$ cat src/rtl/multi_blinker.sv
// multi_blinker: multi-channel phase-accumulator blinker for LEDs and slow
// status lines. Each channel runs OFF / ON / BLINK / PWM with its own rate.
// Optional feature macro: MULTI_BLINKER_PWM_EN (builds duty registers and the
// PWM mode; without it mode 11 behaves as BLINK and i_wr_duty is ignored).

module multi_blinker_ch #(
  parameter int               WIDTH       = 32,
  parameter logic [WIDTH-1:0] DEFAULT_INC = '0
) (
  input  logic             i_clk,
  input  logic             i_rst,
  input  logic             i_sync,
  input  logic             i_wr,
  input  logic [1:0]       i_wr_mode,
  input  logic [WIDTH-1:0] i_wr_inc,
  input  logic [7:0]       i_wr_duty,
  output logic             o_out,
  output logic             o_wrap
);
  localparam logic [1:0] MODE_OFF   = 2'b00;
  localparam logic [1:0] MODE_ON    = 2'b01;
  localparam logic [1:0] MODE_BLINK = 2'b10;
  localparam logic [1:0] MODE_PWM   = 2'b11;

  logic [WIDTH-1:0] acc, acc_nx, inc, inc_nx, sum;
  logic [1:0]       mode, mode_nx;
  logic             carry, clr, out_nx, wrap_nx;

`ifdef MULTI_BLINKER_PWM_EN
  logic [7:0] duty, duty_nx;
`else
  logic unused_duty;
  assign unused_duty = ^i_wr_duty;
`endif

  // Next config, next accumulator and next outputs; outputs are computed from
  // the post-edge state so they can be registered with no input-to-output path.
  always_comb begin
    mode_nx = i_wr ? i_wr_mode : mode;
    inc_nx  = i_wr ? i_wr_inc  : inc;
`ifdef MULTI_BLINKER_PWM_EN
    duty_nx = i_wr ? i_wr_duty : duty;
`endif
    {carry, sum} = {1'b0, acc} + {1'b0, inc};
    // Writes always restart the written channel so its new rate starts in phase.
    clr     = i_sync | i_wr | (mode == MODE_OFF) | (mode == MODE_ON);
    acc_nx  = clr ? '0 : sum;
    wrap_nx = clr ? 1'b0 : carry;
    case (mode_nx)
      MODE_OFF: out_nx = 1'b0;
      MODE_ON:  out_nx = 1'b1;
`ifdef MULTI_BLINKER_PWM_EN
      MODE_PWM: out_nx = (acc_nx[WIDTH-1 -: 8] < duty_nx);
`endif
      default:  out_nx = acc_nx[WIDTH-1];
    endcase
  end

  // Channel state and registered outputs, async reset to a ~1 Hz blink.
  always_ff @(posedge i_clk or posedge i_rst) begin
    if (i_rst) begin
      acc    <= '0;
      mode   <= MODE_BLINK;
      inc    <= DEFAULT_INC;
      o_out  <= 1'b0;
      o_wrap <= 1'b0;
    end else begin
      acc    <= acc_nx;
      mode   <= mode_nx;
      inc    <= inc_nx;
      o_out  <= out_nx;
      o_wrap <= wrap_nx;
    end
  end

`ifdef MULTI_BLINKER_PWM_EN
  // Duty threshold register, only present when PWM is built.
  always_ff @(posedge i_clk or posedge i_rst) begin
    if (i_rst) duty <= 8'h80;
    else       duty <= duty_nx;
  end
`endif
endmodule

module multi_blinker #(
  parameter int               CHANNELS      = 4,
  parameter int               WIDTH         = 32,
  parameter int unsigned      CLOCK_RATE_HZ = 100_000_000,
  parameter logic [WIDTH-1:0] DEFAULT_INC   =
    WIDTH'((64'd1 << (WIDTH-2)) / 64'(CLOCK_RATE_HZ / 4)),
  localparam int              CH_W          = (CHANNELS > 1) ? $clog2(CHANNELS) : 1
) (
  input  logic                i_clk,
  input  logic                i_rst,
  input  logic                i_sync,
  input  logic                i_wr_en,
  input  logic [CH_W-1:0]     i_wr_ch,
  input  logic [1:0]          i_wr_mode,
  input  logic [WIDTH-1:0]    i_wr_inc,
  input  logic [7:0]          i_wr_duty,
  output logic [CHANNELS-1:0] o_out,
  output logic [CHANNELS-1:0] o_wrap
);
  logic [CHANNELS-1:0] wr_sel;

  // Out-of-range channel indices match no lane, so such writes are dropped.
  for (genvar n = 0; n < CHANNELS; n++) begin : g_ch
    assign wr_sel[n] = i_wr_en && (i_wr_ch == CH_W'(n));

    multi_blinker_ch #(
      .WIDTH       (WIDTH),
      .DEFAULT_INC (DEFAULT_INC)
    ) u_ch (
      .i_clk     (i_clk),
      .i_rst     (i_rst),
      .i_sync    (i_sync),
      .i_wr      (wr_sel[n]),
      .i_wr_mode (i_wr_mode),
      .i_wr_inc  (i_wr_inc),
      .i_wr_duty (i_wr_duty),
      .o_out     (o_out[n]),
      .o_wrap    (o_wrap[n])
    );
  end
endmodule

$ cat config.mk
export PLATFORM = sky130hd
export DESIGN_NAME = multi_blinker
export DESIGN_NICKNAME = d
export VERILOG_FILES = /design/src/rtl/multi_blinker.sv
export SDC_FILE = /design/constraint.sdc
export NUM_CORES = 1
export LEC_CHECK = 0
export CAP_MARGIN = 25
export CORE_ASPECT_RATIO = 1.1
export CORE_UTILIZATION = 62
export DETAILED_ROUTE_END_ITERATION = 6
export GPL_ROUTABILITY_DRIVEN = 0
export GPL_TIMING_DRIVEN = 0
export PLACE_DENSITY_LB_ADDON = 0.1
export SLEW_MARGIN = 20
export SYNTH_ARGS = -nofsm -noshare
export SYNTH_HDL_FRONTEND = slang
export SYNTH_HIERARCHICAL = 1
export SYNTH_SLANG_ARGS = --single-unit
$ cat constraint.sdc
create_clock -name i_clk -period 3.43 [get_ports i_clk]
set_clock_uncertainty 0.15 [all_clocks]
set_input_delay 0.686 -clock i_clk [delete_from_list [all_inputs] [get_ports i_clk]]
set_output_delay 0.686 -clock i_clk [all_outputs]
set_load 0.1 [all_outputs]
==> metrics.csv <==
stage;metric;value;unit
clocking;cts_max_level;1;
clocking;cts.sinks;272;
sta;setup_violations;0;
placement;hpwlAfterDp;31.2;mm
yosys;ys_seq_elements;272;
clocking;cts_tree;done;
sta;rsz0062_at_grt;no;
yosys;yosysSeqAreaShare;0.411;
detailed_routing;drc;0;
yosys;ys.flop_type;dfrtp_1;
cells_and_area;multi_input_area;9380;µm²
detailed_routing;num_vias;13500;
detailed_routing;finalWirelength;42.8;mm
cells_and_area;seq_area;6830;µm²
placement;port_buffers;47;
yosys;yosysWarnings;6;
detailed_routing;drtIter0Drc;1180;
power;p_per_area;588;nW/µm²
cells_and_area;drive_gt1_frac;0.147;
clocking;cts_max_path_buffers;3;
cells_and_area;nNetsFinal;1945;
power;p_leak;8.23;nW
power;finalPower;10.9;mW
clocking;cts.clk_slew.worst_paths;0.06;ns
cells_and_area;area_growth;11.6;%
power;vdd_ir_drop_max;0.589;mV
cells_and_area;fill_cells;2065;
yosys;synth_edf_count;0;
detailed_routing;drt-wirelength-per-cell;20.0;µm
die;coreArea;26200;µm²
global_route;first_global_vias;13400;
die;dieArea;27500;µm²
placement;dp_cells;2085;
sta;max_freq;0.312;GHz
die;row_count;62;
global_route;grt_usage;0.322;
global_route;grt_overflow_total;0;
detailed_routing;vias_per_cell;6.31;
clocking;numCtsBuffers;30;
worst_setup_path;end_kind;flip-flop;
status;status;completed;
die;io_pins;56;
yosys;synth_cells;1682;
worst_setup_path;cp_max_fo;10;
worst_hold_path;whs_path_depth;1;
flow_run;maxCapViolCount;0;
placement;dpl_cell_area;17600;µm²
yosys;synth_cell_types;71;
clocking;cts_resized;0;
global_route;grt_pass1_wl;69.2;mm
worst_setup_path;worstReg2RegStart;g_ch[2].u_ch/inc[1]$_DFFE_PP1P_;
cells_and_area;antenna_cells;0;
sta;min_period_over_period;0.934;
yosys;async_flop_share;1.00;
worst_setup_path;arrival;3.52;ns
die;die_w;158;µm
yosys;netlist_area;16600;µm²
sta;slew_headroom;0.349;
die;start_util;0.634;
cells_and_area;final_common_cell;dfrtp_1;
worst_hold_path;holdCritStartpoint;g_ch[0].u_ch/mode[0]$_DFF_PP0_;
yosys;synth_top_cell_by_area;dfrtp_1;
global_route;grt_max_degree;43;
sta;min_period;3.20;ns
detailed_routing;antenna_left;0;
sta;maxSlewViolCount;0;
sta;finalSetupTns;0;ns
worst_setup_path;reg2reg_depth;8;
clocking;clock_tree.root_cell;clkbuf_16;
sta;worst_pin_slew;0.973;ns
cells_and_area;fin_cells;2139;
cells_and_area;fin_area;18600;µm²
worst_setup_path;worst_setup_path_start_kind;input port;
worst_hold_path;min_to;g_ch[0].u_ch/mode[0]$_DFF_PP0_;
yosys;synth_top_cell_area_share;0.385;
worst_setup_path;cp_data_required_time;3.75;ns
clocking;clock_latency;0.56;ns
clocking;post_cts_buffers;0;
cells_and_area;layout_common_cells;dfrtp_1 (256), nor2_1 (178), a21oi_1 (154);
yosys;syn-num-nets;1862;
yosys;syn_area_per_cell;9.88;µm²
sta;finalHoldViolCount;0;
worst_setup_path;crit_type;in -> reg;
worst_setup_path;r2r_slack;0.52;ns
detailed_routing;drt_first_pass_iters;7;
die;die_h;174;µm
yosys;synthTopCellsByArea;dfrtp_1 (39%), ha_1 (9.6%), mux2_2 (8.7%), a21oi_1 (4.6%), nor2_1 (4.0%);
worst_hold_path;hp-class;reg -> reg;
global_route;antenna_found_initial;0;
clocking;hold_buffers;0;
worst_setup_path;reg2reg_to;g_ch[2].u_ch/acc[26]$_DFF_PP0_;
-- layer usage --
layer / vias up / part of all wire / routed length (µm) / global-route usage
met4: 0 / 0.054 / 2320 / 0.164
met5: - / 0 / 0 / 0
met1: 6619 / 0.44 / 18700 / 0.438
met2: 448 / 0.45 / 19300 / 0.503
li1: 6334 / - / - / -
met3: 102 / 0.058 / 2490 / 0.0395
-- Yosys cell counts, drive strengths merged (6+ instances only) --
cell type,count
clkbuf,28
nor2,178
a31oi,12
nor4,8
o21bai,8
nand4,36
xor2,38
nor3,28
buf,28
o211ai,24
mux2i,12
nand2,128
nand3,40
inv,42
o221a,6
dfrtp,256
and2,14
a211oi,20
a21o,36
a41oi,8
mux2,128
a211o,10
or3,20
ha,128
xnor2,42
o31ai,20
nand2b,12
o21a,24
dfstp,16
and3,11
nor2b,8
o31a,6
o21ai,88
a21oi,156
-- worst max path at each step --
stage,start,endpoint,slack [ns],cells after the start
6_report,i_wr_ch[1],g_ch[3].u_ch/o_wrap$_DFF_PP0_,0.23,8
5_1_grt,i_wr_en,g_ch[3].u_ch/o_wrap$_DFF_PP0_,0.15,8
4_1_cts,i_wr_ch[1],g_ch[3].u_ch/o_wrap$_DFF_PP0_,0.34,8
3_5_place_dp,i_wr_ch[1],g_ch[3].u_ch/o_wrap$_DFF_PP0_,-0.24,8
3_3_place_gp,i_rst,g_ch[2].u_ch/acc[28]$_DFF_PP0_,-0.47,2
2_1_floorplan,g_ch[0].u_ch/inc[1]$_DFFE_PP1P_,g_ch[0].u_ch/acc[28]$_DFF_PP0_,0.88,9
-- registers in the layout, indices dropped and copies added, names as in the netlist --
register,flops
g_ch.u_ch/acc,128
g_ch.u_ch/inc,128
g_ch.u_ch/mode,8
g_ch.u_ch/o_out,4
g_ch.u_ch/o_wrap,4
-- area by class of cell --
class                           count  area share
Buffer                             56      0.0142
Clock buffer                       44      0.0471
Clock inverter                     10     0.00303
Inverter                           42     0.00903
Multi-Input combinational cell   1312       0.505
Sequential cell                   272       0.368
Tap cell                          352      0.0237
Timing Repair Buffer               51      0.0297
-- critical path, stage by stage --
cell and delay (ns):
clkdlybuf4s50_1 0.46, and3_2 0.25, buf_2 0.20, nand2b_1 0.33, nor2_1 0.58, clkbuf_1 0.50, o21ai_0 0.27, a21oi_1 0.24
-- through the flow --
step                hold slack [ns]   util  setup WS, ns
floorplan                     0.317      -         0.884
global placement              0.328  0.669        -0.469
detailed placement            0.333  0.672        -0.243
CTS                           0.354  0.708         0.341
global route                  0.370  0.708         0.152
finish                        0.352  0.708         0.227
-- report_power, final --
group          leakage [nW]  total, mW  internal (mW)  switching (mW)
Sequential             3.44       3.98           3.72           0.252
Clock                 0.463       3.06           1.76            1.30
Combinational          4.33       3.87           1.52            2.35
-- logic make-up (layout without fill, tap and decap cells) --
logic type / count (synthesis) / count (layout) / share of synthesized area
compound gates: 460 / 460 / 0.187
xor+xnor: 80 / 80 / 0.0421
simple gates: 500 / 500 / 0.140
buf+inv: 98 / 203 / 0.0253
fa+ha+maj: 132 / 132 / 0.101
flops: 272 / 272 / 0.411
mux: 140 / 140 / 0.0939
(Power assumes the default switching activity.)
